===== src/rtl/st40_link_pkg.sv =====
// Shared definitions for the self-trigger link receive path.
// Link control codes (always sent with KFLAG_CTRL on kin), header length and
// the receiver FSM state type.
package st40_link_pkg;

  localparam logic [31:0] K_IDLE     = 32'h0000_00BC;
  localparam logic [31:0] K_SOF      = 32'h0000_003C;
  localparam logic [31:0] K_EOF      = 32'h0000_00DC;
  localparam logic [3:0]  KFLAG_CTRL = 4'b0001;
  localparam int unsigned N_HDR      = 3;

  typedef enum logic [2:0] {
    S_IDLE,
    S_HDR,
    S_PAY,
    S_TRL,
    S_EOF
  } rx_state_t;

  // True when the word is the given control code with the control K-flag pattern.
  function automatic logic is_code(input logic [31:0] d, input logic [3:0] k,
                                   input logic [31:0] code);
    return (k == KFLAG_CTRL) && (d == code);
  endfunction

endpackage


===== src/rtl/st40_frame_receiver_if.sv =====
// Link-side bundle of the frame receiver.
//   din/kin             : incoming 32-bit word and its per-byte K-flags
//   m_data/m_valid/m_last : outgoing payload stream (no backpressure)
// master = link/stream source side (test driver), slave = receiver.
interface st40_frame_receiver_if;
  logic [31:0] din;
  logic [3:0]  kin;
  logic [31:0] m_data;
  logic        m_valid;
  logic        m_last;

  modport master (output din, kin, input  m_data, m_valid, m_last);
  modport slave  (input  din, kin, output m_data, m_valid, m_last);
endinterface


===== src/rtl/st40_rx_counter.sv =====
// Frame event counter.
//   clk, rst : clock, synchronous active-high reset
//   inc      : count one event this cycle
//   clr      : synchronous clear, dominates a same-cycle inc
//   count    : current value; wraps at 2^CNT_W when WRAP=1, else saturates
module st40_rx_counter #(
  parameter int unsigned CNT_W = 32,
  parameter bit          WRAP  = 1'b1
) (
  input  logic             clk,
  input  logic             rst,
  input  logic             inc,
  input  logic             clr,
  output logic [CNT_W-1:0] count
);

  always_ff @(posedge clk) begin
    if (rst || clr) begin
      count <= '0;
    end else if (inc && (WRAP || !(&count))) begin
      count <= count + CNT_W'(1);
    end
  end

endmodule


===== src/rtl/st40_frame_receiver.sv =====
// Receive end of the self-trigger output link.
// Deframes SOF/H0/H1/H2/payload/TRAILER/EOF records, unpacks the header,
// streams the payload and checks the XOR trailer and the closing EOF.
//   fclk, reset_fclk : clock, synchronous active-high reset
//   link (slave)     : din/kin in, m_data/m_valid/m_last payload stream out
//   clear_counters   : synchronous clear of ok_count/err_count
//   hdr_*            : fields of the last accepted header, hdr_valid pulse
//   frame_done/good  : end-of-frame-attempt pulse and its verdict
//   err_*            : per-cause error pulses
//   ok_count/err_count : good/bad frame counters
// All outputs are registered, one cycle behind the word that caused them.
module st40_frame_receiver
  import st40_link_pkg::*;
#(
  parameter int unsigned PAYLOAD_WORDS = 32,
  parameter int unsigned CNT_W         = 32
) (
  input  logic                 fclk,
  input  logic                 reset_fclk,
  st40_frame_receiver_if.slave link,
  input  logic                 clear_counters,
  output logic [5:0]           hdr_version,
  output logic [5:0]           hdr_detector,
  output logic [9:0]           hdr_crate,
  output logic [3:0]           hdr_slot,
  output logic [5:0]           hdr_channel,
  output logic [63:0]          hdr_timestamp,
  output logic                 hdr_valid,
  output logic                 frame_done,
  output logic                 frame_good,
  output logic                 err_kchar,
  output logic                 err_checksum,
  output logic                 err_eof,
  output logic [CNT_W-1:0]     ok_count,
  output logic [CNT_W-1:0]     err_count
);

  localparam int unsigned WC_MAX = (PAYLOAD_WORDS > N_HDR) ? PAYLOAD_WORDS : N_HDR;
  localparam int unsigned WC_W   = $clog2(WC_MAX) + 1;

  rx_state_t         state_q, state_d;
  logic [WC_W-1:0]   wcnt_q;
  logic [31:0]       csum_q;
  logic              csum_bad_q;
  logic [31:0]       h0_q, h1_q;
  logic [31:0]       m_data_q;
  logic              m_valid_q, m_last_q;

  logic is_sof, is_eof, k_any, kerr, hdr_last, pay_last;
  logic m_valid_d, m_last_d, hdr_load, done_d, good_d;
  logic err_k_d, err_c_d, err_e_d, csum_clr, csum_acc;

  assign is_sof   = is_code(link.din, link.kin, K_SOF);
  assign is_eof   = is_code(link.din, link.kin, K_EOF);
  assign k_any    = |link.kin;
  assign kerr     = k_any && (state_q inside {S_HDR, S_PAY, S_TRL});
  assign hdr_last = (wcnt_q == WC_W'(N_HDR - 1));
  assign pay_last = (wcnt_q == WC_W'(PAYLOAD_WORDS - 1));

  // State register
  always_ff @(posedge fclk) begin
    if (reset_fclk) state_q <= S_IDLE;
    else            state_q <= state_d;
  end

  // Next state. A K-char inside a record aborts it; if that K-char is SOF the
  // abort and the start of the new header happen in the same cycle.
  always_comb begin
    state_d = state_q;
    case (state_q)
      S_IDLE: if (is_sof) state_d = S_HDR;
      S_HDR: begin
        if (k_any)         state_d = is_sof ? S_HDR : S_IDLE;
        else if (hdr_last) state_d = S_PAY;
      end
      S_PAY: begin
        if (k_any)         state_d = is_sof ? S_HDR : S_IDLE;
        else if (pay_last) state_d = S_TRL;
      end
      S_TRL: begin
        if (k_any) state_d = is_sof ? S_HDR : S_IDLE;
        else       state_d = S_EOF;
      end
      S_EOF:   state_d = S_IDLE;
      default: state_d = S_IDLE;
    endcase
  end

  // Output / datapath decode (registered below)
  always_comb begin
    m_valid_d = 1'b0;
    m_last_d  = 1'b0;
    hdr_load  = 1'b0;
    done_d    = 1'b0;
    good_d    = 1'b0;
    err_k_d   = 1'b0;
    err_c_d   = 1'b0;
    err_e_d   = 1'b0;
    csum_clr  = 1'b0;
    csum_acc  = 1'b0;
    if (kerr) begin
      done_d   = 1'b1;
      err_k_d  = 1'b1;
      csum_clr = is_sof;
    end
    case (state_q)
      S_IDLE: csum_clr = is_sof;
      S_HDR: begin
        csum_acc = !k_any;
        hdr_load = !k_any && hdr_last;
      end
      S_PAY: begin
        csum_acc  = !k_any;
        m_valid_d = !k_any;
        m_last_d  = !k_any && pay_last;
      end
      S_EOF: begin
        done_d  = 1'b1;
        err_c_d = csum_bad_q;
        err_e_d = !is_eof;
        good_d  = !csum_bad_q && is_eof;
      end
      default: ;
    endcase
  end

  always_ff @(posedge fclk) begin
    if (reset_fclk) begin
      wcnt_q        <= '0;
      csum_q        <= '0;
      csum_bad_q    <= 1'b0;
      h0_q          <= '0;
      h1_q          <= '0;
      m_data_q      <= '0;
      m_valid_q     <= 1'b0;
      m_last_q      <= 1'b0;
      hdr_version   <= '0;
      hdr_detector  <= '0;
      hdr_crate     <= '0;
      hdr_slot      <= '0;
      hdr_channel   <= '0;
      hdr_timestamp <= '0;
      hdr_valid     <= 1'b0;
      frame_done    <= 1'b0;
      frame_good    <= 1'b0;
      err_kchar     <= 1'b0;
      err_checksum  <= 1'b0;
      err_eof       <= 1'b0;
    end else begin
      // Word counter restarts on every state change and on an abort-restart.
      if (state_q == S_IDLE || state_d != state_q || kerr) wcnt_q <= '0;
      else                                                wcnt_q <= wcnt_q + WC_W'(1);

      if (csum_clr)      csum_q <= '0;
      else if (csum_acc) csum_q <= csum_q ^ link.din;

      if (state_q == S_TRL && !k_any) csum_bad_q <= (link.din != csum_q);

      if (state_q == S_HDR && !k_any) begin
        if (wcnt_q == WC_W'(0)) h0_q <= link.din;
        if (wcnt_q == WC_W'(1)) h1_q <= link.din;
      end

      if (hdr_load) begin
        hdr_version   <= h0_q[31:26];
        hdr_detector  <= h0_q[25:20];
        hdr_crate     <= h0_q[19:10];
        hdr_slot      <= h0_q[9:6];
        hdr_channel   <= h0_q[5:0];
        hdr_timestamp <= {link.din, h1_q};
      end

      if (m_valid_d) m_data_q <= link.din;
      m_valid_q    <= m_valid_d;
      m_last_q     <= m_last_d;
      hdr_valid    <= hdr_load;
      frame_done   <= done_d;
      frame_good   <= good_d;
      err_kchar    <= err_k_d;
      err_checksum <= err_c_d;
      err_eof      <= err_e_d;
    end
  end

  assign link.m_data  = m_data_q;
  assign link.m_valid = m_valid_q;
  assign link.m_last  = m_last_q;

  // Counters step on the same edge that raises frame_done.
  st40_rx_counter #(.CNT_W(CNT_W), .WRAP(1'b1)) u_ok_cnt (
    .clk   (fclk),
    .rst   (reset_fclk),
    .inc   (done_d && good_d),
    .clr   (clear_counters),
    .count (ok_count)
  );

  st40_rx_counter #(.CNT_W(CNT_W), .WRAP(1'b1)) u_err_cnt (
    .clk   (fclk),
    .rst   (reset_fclk),
    .inc   (done_d && !good_d),
    .clr   (clear_counters),
    .count (err_count)
  );

endmodule


===== src/flat_wrapper.sv =====
// flat-port wrapper written by rule: the top's interface ports become plain ports
module st40_frame_receiver_flat import st40_link_pkg::*;
#(
  parameter int unsigned PAYLOAD_WORDS = 32,
  parameter int unsigned CNT_W         = 32
)
  (fclk, reset_fclk, clear_counters, hdr_version, hdr_detector, hdr_crate, hdr_slot, hdr_channel, hdr_timestamp, hdr_valid, frame_done, frame_good, err_kchar, err_checksum, err_eof, ok_count, err_count, link_din, link_kin, link_m_data, link_m_valid, link_m_last);
  st40_frame_receiver_if link_i ();
  input  logic fclk;
  input  logic reset_fclk;
  input  logic clear_counters;
  output logic [5:0] hdr_version;
  output logic [5:0] hdr_detector;
  output logic [9:0] hdr_crate;
  output logic [3:0] hdr_slot;
  output logic [5:0] hdr_channel;
  output logic [63:0] hdr_timestamp;
  output logic hdr_valid;
  output logic frame_done;
  output logic frame_good;
  output logic err_kchar;
  output logic err_checksum;
  output logic err_eof;
  output logic [CNT_W-1:0] ok_count;
  output logic [CNT_W-1:0] err_count;
  input wire logic [$bits(link_i.din)-1:0] link_din;
  input wire logic [$bits(link_i.kin)-1:0] link_kin;
  output wire logic [$bits(link_i.m_data)-1:0] link_m_data;
  output wire logic [$bits(link_i.m_valid)-1:0] link_m_valid;
  output wire logic [$bits(link_i.m_last)-1:0] link_m_last;
  assign link_i.din = link_din;
  assign link_i.kin = link_kin;
  assign link_m_data = link_i.m_data;
  assign link_m_valid = link_i.m_valid;
  assign link_m_last = link_i.m_last;
  st40_frame_receiver #(.PAYLOAD_WORDS(PAYLOAD_WORDS), .CNT_W(CNT_W)) u_core (.fclk(fclk), .reset_fclk(reset_fclk), .link(link_i), .clear_counters(clear_counters), .hdr_version(hdr_version), .hdr_detector(hdr_detector), .hdr_crate(hdr_crate), .hdr_slot(hdr_slot), .hdr_channel(hdr_channel), .hdr_timestamp(hdr_timestamp), .hdr_valid(hdr_valid), .frame_done(frame_done), .frame_good(frame_good), .err_kchar(err_kchar), .err_checksum(err_checksum), .err_eof(err_eof), .ok_count(ok_count), .err_count(err_count));
endmodule

===== config.mk =====
export PLATFORM = sky130hd
export DESIGN_NAME = st40_frame_receiver_flat
export DESIGN_NICKNAME = d
export VERILOG_FILES = /design/src/rtl/st40_link_pkg.sv /design/src/rtl/st40_frame_receiver_if.sv /design/src/rtl/st40_rx_counter.sv /design/src/rtl/st40_frame_receiver.sv /design/src/flat_wrapper.sv
export SDC_FILE = /design/constraint.sdc
export NUM_CORES = 1
export LEC_CHECK = 0
export ABC_AREA = 1
export BUFFER_PORTS_ARGS = -buffer_cell sky130_fd_sc_hd__clkbuf_2
export CAP_MARGIN = 20
export CORE_MARGIN = 5
export CORE_UTILIZATION = 45
export CTS_BUF_LIST = sky130_fd_sc_hd__clkbuf_4 sky130_fd_sc_hd__clkbuf_8 sky130_fd_sc_hd__clkbuf_16
export DETAILED_ROUTE_END_ITERATION = 16
export GPL_ROUTABILITY_DRIVEN = 0
export PLACE_DENSITY = 0.67
export SLEW_MARGIN = 5
export SYNTH_ARGS = -nofsm -noshare
export SYNTH_HDL_FRONTEND = slang
export SYNTH_HIERARCHICAL = 1
export SYNTH_SLANG_ARGS = --single-unit
export TNS_END_PERCENT = 5

===== constraint.sdc =====
create_clock -name fclk -period 3.3 [get_ports fclk]
set_input_delay 0.33 -clock fclk [delete_from_list [all_inputs] [get_ports fclk]]
set_output_delay 0.33 -clock fclk [all_outputs]
set_load 0.01 [all_outputs]

Word level (Yosys, flattened, before mapping)
Index checks and enable logic that the tools add are counted.
{"block": "classes", "add_sub_neg": 3, "mul": 0, "div": 0, "n_lt_le_gt_ge": 0, "n_eq_ne": 12, "shifts": 0, "muxes": 16, "n_bitwise": 3, "reduce_logical": 28}
{"operator": "adder 32 x 1 -> 32 bit (second input constant)", "n": 2}
{"operator": "== test 32 x 6 -> 1 bit (second input constant)", "n": 1}
{"operator": "== test 32 x 8 -> 1 bit (second input constant)", "n": 1}
{"operator": "!= test 32 bit", "n": 1}
{"operator": "bitwise XOR 32 bit", "n": 1}
{"operator": "2-to-1 mux 3 bit", "n": 6}
{"operator": "case mux 3 bit (4 select lines)", "n": 1}
{"operator": "logical AND 1 bit", "n": 10}
{"operator": "OR reduction 2 bit", "n": 5}
{"operator": "2-to-1 mux 1 bit", "n": 9}
{"operator": "adder 6 x 1 -> 6 bit (second input constant)", "n": 1}
{"operator": "== test 3 x 2 -> 1 bit (second input constant)", "n": 2}
{"operator": "== test 6 x 1 -> 1 bit (second input constant)", "n": 1}
{"operator": "== test 6 x 2 -> 1 bit (second input constant)", "n": 1}
{"operator": "== test 6 x 5 -> 1 bit (second input constant)", "n": 1}
{"operator": "zero test 6 bit", "n": 1}
{"operator": "== test 4 x 1 -> 1 bit (second input constant)", "n": 1}
{"operator": "zero test 1 bit", "n": 4}
{"operator": "AND reduction 2 bit", "n": 2}
{"operator": "OR reduction 4 bit", "n": 1}
{"operator": "== test 3 x 1 -> 1 bit (second input constant)", "n": 1}
{"operator": "== test 3 bit (second input constant)", "n": 1}
{"operator": "zero test 3 bit", "n": 1}
{"operator": "logical OR 1 bit", "n": 3}
{"operator": "3 further kinds", "n": 4}
{"block": "totals", "reg_bits": 306, "latch_bits": 0, "ramBits": 0, "mem_bits_ro": 0, "output_inout_bits": 200, "n_memories": 0}

Depth between registers and ports, before layout
Gate-level depths: netlist of the first run.
{"block": "depth", "word_depth": 9, "depth_mapped": 16, "ltp_nobuf": 16}

By module
The synthesis of the first run kept the hierarchy.
{"mod": "st40_frame_receiver", "instances": 1, "cells_each": 1144, "area_per_inst_um2": 9034.9}
{"mod": "st40_rx_counter", "instances": 2, "cells_each": 276, "area_per_inst_um2": 1798.0}

Least setup slack after synthesis of the first run
OpenSTA, ideal clock, no wires.
{"block": "synth_path", "path_kind": "input to register", "from": "input port link_din[5]", "to": "register u_core.u_ok_cnt.count[24]", "setup_time_ns": 0.115, "arrival_time_ns": 1.817, "t_required_ns": 3.185, "slack_ns": 1.368, "stages": 13, "n_path_buf": 1, "path_cell_list": "clkbuf_2 > nor2_1 > nand3_1 > nor3_1 > nand3_1 > inv_1 > nand2_2 > nor2_4 > nand3_4 > nor2_4 > nand3_1 > nand2_1 > nor2_1"}
{"block": "synth_between", "elab_chain_len": 5}
{"item": "start, declared", "line_no": "flat_wrapper.sv:26", "source": "input wire logic [$bits(link_i.din)-1:0] link_din;"}
{"item": "== test 32 x 8 -> 1 bit", "line_no": "st40_link_pkg.sv:23", "source": "return (k == KFLAG_CTRL) && (d == code);"}
{"item": "logical AND 1 bit", "line_no": "st40_link_pkg.sv:23"}
{"item": "logical AND 1 bit", "line_no": "st40_frame_receiver.sv:121", "source": "good_d = !csum_bad_q && is_eof;"}
{"item": "2-to-1 mux 1 bit", "line_no": "st40_frame_receiver.sv:106", "source": "case (state_q)"}
{"item": "net u_core.good_d", "line_no": "st40_frame_receiver.sv:50", "source": "logic m_valid_d, m_last_d, hdr_load, done_d, good_d;"}
{"item": "logical AND 1 bit", "line_no": "st40_frame_receiver.sv:193", "source": ".inc (done_d && good_d),"}
{"item": "end signal, assigned", "line_no": "st40_rx_counter.sv:21", "source": "count <= count + CNT_W'(1);"}
{"item": "end, declared", "line_no": "st40_rx_counter.sv:14", "source": "output logic [CNT_W-1:0] count"}
The timed path passes the listed nets, and every way through them passes these cells.
A chain may end at the register's enable or synchronous reset.

Worst setup path after layout of the first run
{"block": "layout_path", "from": "register u_core.wcnt_q[0]", "to": "register u_core.hdr_detector[1]"}
{"block": "layout_between", "elab_chain_len": 3}
{"item": "start, declared", "line_no": "st40_frame_receiver.sv:42", "source": "logic [WC_W-1:0] wcnt_q;"}
{"item": "start signal, assigned", "line_no": "st40_frame_receiver.sv:152", "source": "else wcnt_q <= wcnt_q + WC_W'(1);"}
{"item": "== test 6 x 2 -> 1 bit", "line_no": "st40_frame_receiver.sv:57", "source": "assign hdr_last = (wcnt_q == WC_W'(N_HDR - 1));"}
{"item": "logical AND 1 bit", "line_no": "st40_frame_receiver.sv:110", "source": "hdr_load = !k_any && hdr_last;"}
{"item": "2-to-1 mux 1 bit", "line_no": "st40_frame_receiver.sv:106"}
{"item": "end signal, assigned", "line_no": "st40_frame_receiver.sv:166", "source": "hdr_detector <= h0_q[25:20];"}
{"item": "end, declared", "line_no": "st40_frame_receiver.sv:23", "source": "output logic [5:0] hdr_detector,"}
No other way between the ends.

==> impl_table.tex, run 1 <==
\begin{tabular}{lr}
\hline
Metric & Value \\
\hline
\multicolumn{2}{l}{\textbf{Final layout}} \\
\quad Fraction of final layout cells with drive strength greater than 1 & 0.1983 \\
\quad Commonest non-fill, non-tap cells in the layout & 410 x sky130\_fd\_sc\_hd\_\_nor2\_1, 306 x sky130\_fd\_sc\_hd\_\_dfxtp\_1, 259 x sky130\_fd\_sc\_hd\_\_nand2\_1 \\
\quad Design Area, Final & between 15000 and 20000 um2 \\
\quad Signed area change from the synthesized netlist to the final layout & 19.80\% \\
\quad Area of combinational cells with multiple inputs & 5638 um2 \\
\quad Filler cell count & $\sim$2700 \\
\quad Most common cell after layout, fill and taps aside & sky130\_fd\_sc\_hd\_\_nor2\_1 \\
\quad Layout Nets & 1951 \\
\quad Post-layout util & 0.5447 \\
\quad Sequential standard cell area & slightly above 6000 um2 \\
\quad Number of standard cells in the final layout excluding fillers & roughly 2300 \\
\multicolumn{2}{l}{\textbf{Routing}} \\
\quad Remaining antenna violation count after routing & 0 \\
\quad First DRT Iteration DRCs & approximately 950 \\
\quad Via Count & 11794 \\
\quad Wirelength, routed & 38.27 mm \\
\quad Drt drc & 0 \\
\quad Detailed-routing iteration count for the pre-antenna-repair pass & 5 \\
\quad Number of vias per cell after detailed routing & 5.106 \\
\quad Wirelength per Cell & 16.57 um \\
\multicolumn{2}{l}{\textbf{Place}} \\
\quad Dpl cells & 2251 \\
\quad Port buffer count & 238 \\
\quad Placed cell areas & 14010 um2 \\
\quad Detailed placer's ending HPWL & around 26 mm \\
\multicolumn{2}{l}{\textbf{Clocking}} \\
\quad Clock root cell & sky130\_fd\_sc\_hd\_\_clkbuf\_16 \\
\quad Clock transition time at the flip-flop clock pins of the worst setup and hold paths & 60 ps \\
\quad Worst-skew pair later-pin latency & 570 ps \\
\quad Hold\_buf cts & 0 \\
\quad Clock Sinks & 306 \\
\quad Post-CTS Resized & 0 \\
\quad Setup Buffers After CTS & 0 \\
\quad Maximum root-to-sink buffer count & 3 \\
\quad TritonCTS Buffers & 31 \\
\quad CTS tree & done \\
\quad H-tree levels & 1 \\
\multicolumn{2}{l}{\textbf{STA}} \\
\quad Actual slew at the worst max-slew pin & around 1100 ps \\
\quad Final number of hold-violating endpoints & 0 \\
\quad Max-slew headroom & 0.2491 \\
\quad Tightest hold margin & 93.35 ps \\
\quad Total of endpoints with negative setup slack in the final report & 0 \\
\quad Period utilisation layout & 0.7211 \\
\quad FMAX & between 400 and 500 MHz \\
\quad Total negative slack for setup checks & 0 ps \\
\quad Unrepaired setup endpoints after global routing & false \\
\quad Clock tree skew after final layout & 14.29 ps \\
\quad Final Slew Violations & 0 \\
\quad Min cycle time layout & 2379 ps \\
\multicolumn{2}{l}{\textbf{Power and ir drop}} \\
\quad Leak & 6.578 nW \\
\quad Maximum vdd ir drop & a little under 400 uV \\
\quad Power density normalized to cell area & 507.9 nW/um2 \\
\multicolumn{2}{l}{\textbf{Worst hold path}} \\
\quad Hold Crit Start & link\_din[9] \\
\quad WHS Endpoint & u\_core/csum\_q[9]\$\_SDFFE\_PP0P\_ \\
\quad Hold Path Depth & 4 \\
\quad Path class of the lowest-slack min-delay path & primary input to flip-flop \\
\multicolumn{2}{l}{\textbf{Critical path}} \\
\quad Start-to-end type of the worst setup path & flip-flop to flip-flop \\
\quad Endpoint type of the worst setup path & flip-flop \\
\quad WP data required & 3800 ps \\
\quad FF-to-FF setup slack & 920 ps \\
\quad Depth of the worst register-to-register path & 8 \\
\quad Worst Path Max Fanout & 56 \\
\quad Endpoint of the lowest-slack register-to-register path & u\_core/hdr\_detector[1]\$\_SDFFE\_PP0P\_ \\
\quad Worst Path Arrival & about 2900 ps \\
\quad Startpoint kind of the worst setup timing path & flip-flop \\
\quad Start of the worst register-to-register path & u\_core/wcnt\_q[0]\$\_SDFF\_PP0\_ \\
\multicolumn{2}{l}{\textbf{Floorplan}} \\
\quad Die Area & 31520 um2 \\
\quad Starting Density & 0.4546 \\
\quad Die width & 177.5 um \\
\quad Vertical die dimension & 177.5 um \\
\quad Standard cell core area & between 20000 and 30000 um2 \\
\quad Number of top-level pins & 239 \\
\quad Site row count & 61 \\
\multicolumn{2}{l}{\textbf{Global routing}} \\
\quad Number of antenna violations at the first check in global routing & 0 \\
\quad First-pass GRT wire length & just under 60 mm \\
\quad Global routing usage summed across all routing layers & 0.2313 \\
\quad Total congestion overflow & 0 \\
\quad Via count of the first global-routing pass & 10521 \\
\quad Largest net degree at the start of global routing & 151 \\
\multicolumn{2}{l}{\textbf{Run}} \\
\quad Max-cap violations & 0 \\
\multicolumn{2}{l}{\textbf{Synth}} \\
\quad Instance count of the mapped netlist & between 1500 and 2000 \\
\quad Summed instance area of the synthesized netlist & 12630 um2 \\
\quad Net count of the mapped netlist & 1741 \\
\quad Area share of the largest cell type after synthesis & 0.4850 \\
\quad Proportion of synthesized chip area in sequential cells & 0.4850 \\
\quad Flops \& latches, synth & between 300 and 400 \\
\quad Top cells by area, synth & sky130\_fd\_sc\_hd\_\_dfxtp\_1 48\%, sky130\_fd\_sc\_hd\_\_nor2\_1 12\%, sky130\_fd\_sc\_hd\_\_o21ai\_0 8.4\% \\
\quad Count of distinct cell types in the synthesized netlist & 35 \\
\quad Avg Inst Size Synth & 7.447 um2 \\
\quad YS warnings & 6 \\
\quad Top cell type by total area after synthesis & sky130\_fd\_sc\_hd\_\_dfxtp\_1 \\
\multicolumn{2}{l}{\textbf{Status}} \\
\quad Outcome & finished, final reports clean \\
\hline
\end{tabular}
[cell families after synthesis]
kind of cell,after synthesis,share of synthesized area
xor+xnor,35,0.02427
compound gates,340,0.1387
simple gates,812,0.2773
buf+inv,197,0.06885
fa+ha+maj,6,0.005943
flops,306,0.4850
[worst max path at each step]
stage	startpoint	endpoint	slack, ps	cells after the start
finish	u_core/wcnt_q[0]$_SDFF_PP0_	u_core/hdr_detector[1]$_SDFFE_PP0P_	920	8
global route	u_core/wcnt_q[0]$_SDFF_PP0_	u_core/hdr_detector[1]$_SDFFE_PP0P_	710	8
CTS	u_core/wcnt_q[0]$_SDFF_PP0_	u_core/hdr_detector[1]$_SDFFE_PP0P_	910	8
detailed placement	link_din[3]	u_core/u_ok_cnt/count[24]$_SDFFE_PP0P_	740	14
global placement	link_din[3]	u_core/u_ok_cnt/count[24]$_SDFFE_PP0P_	810	14
floorplan	link_din[5]	u_core/u_ok_cnt/count[24]$_SDFFE_PP0P_	1370	13
[cell usage after synthesis, drive strengths merged]
cell type    n
a21oi      123
and3         2
buf         38
clkbuf      39
clkinv       3
dfxtp      306
ha           6
inv        117
nand2      270
nand3       50
nand4       29
nor2       440
nor3         7
nor3b        4
o211ai       1
o21a         4
o21ai      212
or2         10
xnor2       33
xor2         2
[worst max-delay path: stages (launching register included)]
cell                      delay, ps
sky130_fd_sc_hd__dfxtp_1        410
sky130_fd_sc_hd__inv_1           90
sky130_fd_sc_hd__ha_1           210
sky130_fd_sc_hd__nand2_2         90
sky130_fd_sc_hd__nor2_4          50
sky130_fd_sc_hd__inv_2          760
sky130_fd_sc_hd__buf_4          480
sky130_fd_sc_hd__nor2_1         100
sky130_fd_sc_hd__nor2_1         110
[through the flow]
step                      setup WS, ps  total power [mW]
after floorplan                   1368             3.885
after global placement           812.5             4.001
after global routing             710.2             7.916
after detailed placement         738.1             4.003
final                            920.5             7.685
after CTS                        909.7             7.747
[power breakdown]
part	switching, mW	internal [mW]
registers	0.00000000000131	3.69
logic	0.173	0.0579
clock network	1.48	2.28
total	1.65	6.03
[sequential cells by signal, indices dropped and copies added, names as in the netlist, 10 cells and up]
name	cells
u_core/csum_q	32
u_core/hdr_crate	10
u_core/h0_q	32
u_core/hdr_timestamp	64
u_core/h1_q	32
u_core/link.m_data	32
u_core/u_err_cnt/count	32
u_core/u_ok_cnt/count	32
[area by class of cell]
type,instances,area share
Inverter,120,0.02993
Timing Repair Buffer,254,0.08748
Multi-Input combinational cell,1193,0.3726
Antenna cell,1,0.0001654
Clock buffer,46,0.06201
Clock inverter,12,0.01174
Sequential cell,306,0.4048
Tap cell,378,0.03126
[metal layers]
layer | global-route usage | share of wire | vias up
met5 | 0 | 0 | -
met3 | 0.05177 | 0.086 | 61
met1 | 0.3173 | 0.45 | 5430
met4 | 0.06252 | 0.024 | 0
li1 | - | - | 5860
met2 | 0.3692 | 0.44 | 443
(Power assumes the default switching activity.)
==> inputs of run 2 (changes only) <==
--- a/config.mk
+++ b/config.mk
@@ -5,7 +5,7 @@
 export SDC_FILE = /design/constraint.sdc
 export NUM_CORES = 1
 export LEC_CHECK = 0
-export ABC_AREA = 1
+export ABC_AREA = 0
 export BUFFER_PORTS_ARGS = -buffer_cell sky130_fd_sc_hd__clkbuf_2
 export CAP_MARGIN = 20
 export CORE_MARGIN = 5
==> constraint.sdc (replaced) <==
create_clock -name fclk -period 2.3 [get_ports fclk]
set_input_delay 0.23 -clock fclk [delete_from_list [all_inputs] [get_ports fclk]]
set_output_delay 0.23 -clock fclk [all_outputs]
set_load 0.01 [all_outputs]
==> run 2 against run 1 <==
Effect of this change: the flow now finishes with violations (negative setup slack); sequential cell count stayed put; routed wire length up 8.3%; sequential share of layout area down 2.4 points; register-to-register slack worse by 1000 ps; worst setup slack worse by 1000 ps; sequential power rose by 44%; combinational power rose by 60%; synthesized cell count decreased by 9.1%; utilization is 2.9 points higher; maximum frequency shrank 0.17%; critical path type unchanged.
==> impl_table.tex, run 2 <==
\begin{tabular}{lr}
\hline
Metric & Value \\
\hline
\multicolumn{2}{l}{\textbf{Place}} \\
\quad Placed cell areas & 14750 um2 (+5.3\%) \\
\quad Port buffer count & 238 (unchanged) \\
\quad Pre-CTS setup slack & -876.1 ps (-1614 ps) \\
\quad Detailed placer's ending HPWL & 27.38 mm (+3.8\%) \\
\multicolumn{2}{l}{\textbf{Synth}} \\
\quad Net count of the mapped netlist & 1587 (-8.8\%) \\
\quad Avg Inst Size Synth & 8.334 um2 (+12\%) \\
\quad Summed instance area of the synthesized netlist & 12850 um2 (+1.7\%) \\
\quad Post-synth EDFFs & 0 (unchanged) \\
\quad Most used standard cell by instance count after synthesis & sky130\_fd\_sc\_hd\_\_dfxtp\_1 \\
\quad Top cell type by total area after synthesis & sky130\_fd\_sc\_hd\_\_dfxtp\_1 \\
\quad Instance count of the mapped netlist & 1542 (-9.1\%) \\
\quad Count of distinct cell types in the synthesized netlist & 46 (+31\%) \\
\quad Fraction of synthesis flops using an asynchronous set or reset pin & 0 (unchanged) \\
\quad Most frequent cells after synthesis & 306 x sky130\_fd\_sc\_hd\_\_dfxtp\_1, 224 x sky130\_fd\_sc\_hd\_\_a21oi\_1, 180 x sky130\_fd\_sc\_hd\_\_nand3\_1 \\
\quad Area share of the largest cell type after synthesis & 0.4767 (-0.008311) \\
\quad Proportion of synthesized chip area in sequential cells & 0.4767 (-0.008311) \\
\quad Flops \& latches, synth & 306 (unchanged) \\
\quad YS warnings & 6 (unchanged) \\
\quad Top FF cell, synth & sky130\_fd\_sc\_hd\_\_dfxtp\_1 \\
\quad Top cells by area, synth & sky130\_fd\_sc\_hd\_\_dfxtp\_1 48\%, sky130\_fd\_sc\_hd\_\_a21oi\_1 8.7\%, sky130\_fd\_sc\_hd\_\_nand3\_1 7.0\% \\
\multicolumn{2}{l}{\textbf{Final layout}} \\
\quad Signed area change from the synthesized netlist to the final layout & 25.11\% \\
\quad Top reg by flops & u\_core/hdr\_timestamp \\
\quad Area of combinational cells with multiple inputs & 6255 um2 (+11\%) \\
\quad Most common cell after layout, fill and taps aside & sky130\_fd\_sc\_hd\_\_dfxtp\_1 \\
\quad Layout Nets & 1788 (-8.4\%) \\
\quad Sequential standard cell area & 6128 um2 (about the same) \\
\quad Fraction of final layout cells with drive strength greater than 1 & 0.2475 (+0.04911) \\
\quad Design Area, Final & 16080 um2 (+6.3\%) \\
\quad Commonest non-fill, non-tap cells in the layout & 304 x sky130\_fd\_sc\_hd\_\_dfxtp\_1, 237 x sky130\_fd\_sc\_hd\_\_clkbuf\_2, 220 x sky130\_fd\_sc\_hd\_\_a21oi\_1 \\
\quad Antenna diode count & 0 (-1) \\
\quad Max reg flops & 64 (unchanged) \\
\quad Filler cell count & 2606 (-3.8\%) \\
\multicolumn{2}{l}{\textbf{Global routing}} \\
\quad Global routing usage summed across all routing layers & 0.2470 (+0.01569) \\
\quad Via count of the first global-routing pass & 11698 (+11\%) \\
\quad First-pass GRT wire length & 63.93 mm (+9.9\%) \\
\quad Total congestion overflow & 0 (unchanged) \\
\quad Largest net degree at the start of global routing & 97 (-36\%) \\
\quad Number of antenna violations at the first check in global routing & 0 (unchanged) \\
\multicolumn{2}{l}{\textbf{STA}} \\
\quad Total negative slack for setup checks & -333.3 ps (-333.3 ps) \\
\quad Final Slew Violations & 0 (unchanged) \\
\quad Max-slew headroom & 0.6157 (+0.3666) \\
\quad Unrepaired setup endpoints after global routing & true \\
\quad FMAX & 419.5 MHz (-0.17\%) \\
\quad Min cycle time layout & 2384 ps (+4.076 ps) \\
\quad Total of endpoints with negative setup slack in the final report & 8 (+8) \\
\quad Actual slew at the worst max-slew pin & 571.2 ps (-555.2 ps) \\
\quad Worst-case setup margin in the final layout & -83.57 ps (-1004 ps) \\
\quad Clock tree skew after final layout & 32.05 ps (+17.76 ps) \\
\quad Tightest hold margin & 99.13 ps (+5.771 ps) \\
\quad Final number of hold-violating endpoints & 0 (unchanged) \\
\quad Period utilisation layout & 1.036 (+0.3153) \\
\multicolumn{2}{l}{\textbf{Worst hold path}} \\
\quad Path class of the lowest-slack min-delay path & primary input to flip-flop \\
\multicolumn{2}{l}{\textbf{Power and ir drop}} \\
\quad Maximum vdd ir drop & 568.6 uV (+46\%) \\
\quad Logic pwr share & 0.033 (+0.003) \\
\quad Seq pwr share & 0.470 (-0.011) \\
\quad Power density normalized to cell area & 701.4 nW/um2 (+38\%) \\
\quad Internal Dissipation & 8.830 mW (+46\%) \\
\quad Clock share of power & 0.497 (+0.008) \\
\quad Power dissipated by switching net loads & 2.447 mW (+48\%) \\
\quad Switching share of total power & 0.2170 (+0.002222) \\
\quad Leak & 5.834 nW (-11\%) \\
\multicolumn{2}{l}{\textbf{Routing}} \\
\quad Wirelength, routed & 41.44 mm (+8.3\%) \\
\quad Wirelength per Cell & 19.33 um (+17\%) \\
\quad Via Count & 12473 (+5.8\%) \\
\quad Number of vias per cell after detailed routing & 5.818 (+14\%) \\
\quad Drt drc & 0 (unchanged) \\
\quad Remaining antenna violation count after routing & 0 (unchanged) \\
\quad Detailed-routing iteration count for the pre-antenna-repair pass & 5 (unchanged) \\
\quad First DRT Iteration DRCs & 1251 (+32\%) \\
\multicolumn{2}{l}{\textbf{Floorplan}} \\
\quad Vertical die dimension & 179.0 um (+0.82\%) \\
\quad Standard cell core area & 28010 um2 (+0.82\%) \\
\quad Die Area & 32040 um2 (+1.6\%) \\
\quad Number of top-level pins & 239 (unchanged) \\
\quad Starting Density & 0.4588 (+0.004145) \\
\quad Die width & 179.0 um (+0.82\%) \\
\quad Site row count & 61 (unchanged) \\
\multicolumn{2}{l}{\textbf{Critical path}} \\
\quad Critical path's most frequent cell & sky130\_fd\_sc\_hd\_\_or3\_4 \\
\quad Top cell family by delay on the critical path & simple AND/OR/NAND/NOR gates \\
\quad Start-to-end type of the worst setup path & flip-flop to flip-flop \\
\quad Startpoint kind of the worst setup timing path & flip-flop \\
\quad Crit path cell chain & nor2\_2 -> or3\_4 -> a21oi\_4 -> nand4\_1 -> or3\_4 -> or4\_4 -> a21oi\_2 \\
\quad Endpoint type of the worst setup path & flip-flop \\
\quad Slowest stage delay, CP & 450 ps (-310 ps) \\
\quad Worst Path Arrival & 2820 ps (-60 ps) \\
\quad WP data required & 2740 ps (-1060 ps) \\
\quad Number of buffers and inverters on the critical path & 0 (-3) \\
\quad Worst Path Max Fanout & 8 (-86\%) \\
\quad Slowest CP cell & sky130\_fd\_sc\_hd\_\_or3\_4 \\
\multicolumn{2}{l}{\textbf{Clocking}} \\
\quad Clock transition time at the flip-flop clock pins of the worst setup and hold paths & 60 ps (about the same) \\
\quad TritonCTS Buffers & 34 (+9.7\%) \\
\quad Worst-skew pair later-pin latency & 530 ps (-40 ps) \\
\quad Clock root cell & sky130\_fd\_sc\_hd\_\_clkbuf\_16 \\
\quad Hold\_buf cts & 0 (unchanged) \\
\quad Maximum root-to-sink buffer count & 3 (unchanged) \\
\quad CTS tree & done \\
\quad Clock Sinks & 306 (unchanged) \\
\quad H-tree levels & 2 (+1) \\
\multicolumn{2}{l}{\textbf{Status}} \\
\quad Outcome & finished, violations left \\
\quad Failing checks & negative setup slack \\
\multicolumn{2}{l}{\textbf{Run}} \\
\quad Max-cap violations & 0 (unchanged) \\
\hline
\end{tabular}
==> run 2: per-layer routing <==
| metal | track usage | wire (um) |
|---|---|---|
| met1 | 0.3381 | 17700 |
| met2 | 0.3806 | 18450 |
| met3 | 0.06601 | 4094 |
| met4 | 0.07867 | 1192 |
| met5 | 0 | 0 |
==> run 2: per-stage QoR <==
step	power, mW	utilization	cells
3_5_place_dp	5.771	0.5267	2083
2_1_floorplan	5.592	-	1542
6_report	11.28	0.5740	2144
3_3_place_gp	5.772	0.5267	2083
5_1_grt	11.61	0.5740	2144
4_1_cts	11.36	0.5719	2142
==> run 2: logic make-up after synthesis <==
family	share of synthesized area
muxes	0.006231
xor gates and xnor gates	0.06338
and+or+nand+nor	0.2209
DFF	0.4767
buffers and inverters	0.05394
adders and majority gates	0.005842
AOI/OAI and AO/OA	0.1730
==> run 2: power by group through the flow <==
stage	Clock [mW]	Combinational, mW	Sequential [mW]
floorplan	0	0.175	5.42
global placement	0	0.355	5.42
detailed placement	0	0.354	5.42
CTS	5.70	0.361	5.30
global route	5.93	0.385	5.30
finish	5.61	0.369	5.30
==> run 2: path summary, 6_finish.rpt <==
check	end	slack [ps]	cells past startpoint	from
worst max register to register	u_core/u_err_cnt/count[29]$_SDFFE_PP0P_	-80	7	u_core/state_q[1]$_SDFF_PP0_
worst min register to register	u_core/link.m_data[27]$_SDFFE_PP0P_	460	2	u_core/link.m_data[27]$_SDFFE_PP0P_
worst max-delay path	u_core/u_err_cnt/count[29]$_SDFFE_PP0P_	-80	7	u_core/state_q[1]$_SDFF_PP0_
worst min-delay path	u_core/link.m_data[0]$_SDFFE_PP0P_	100	2	reset_fclk
==> run 2: repair_timing <==
item                                    4_1_cts  5_1_grt
endpoints found under the hold margin         0        0
gates resized for setup                      20        8
setup buffers                                 1        2
pin swaps                                    10        7
endpoints found under the setup margin       29       23
==> run 2: final cells by class <==
class / instances / area share
Inverter: 8 / 0.001868
Clock inverter: 11 / 0.009650
Sequential cell: 306 / 0.3812
Timing Repair Buffer: 325 / 0.1260
Multi-Input combinational cell: 1068 / 0.3890
Tap cell: 378 / 0.02942
Clock buffer: 48 / 0.06288
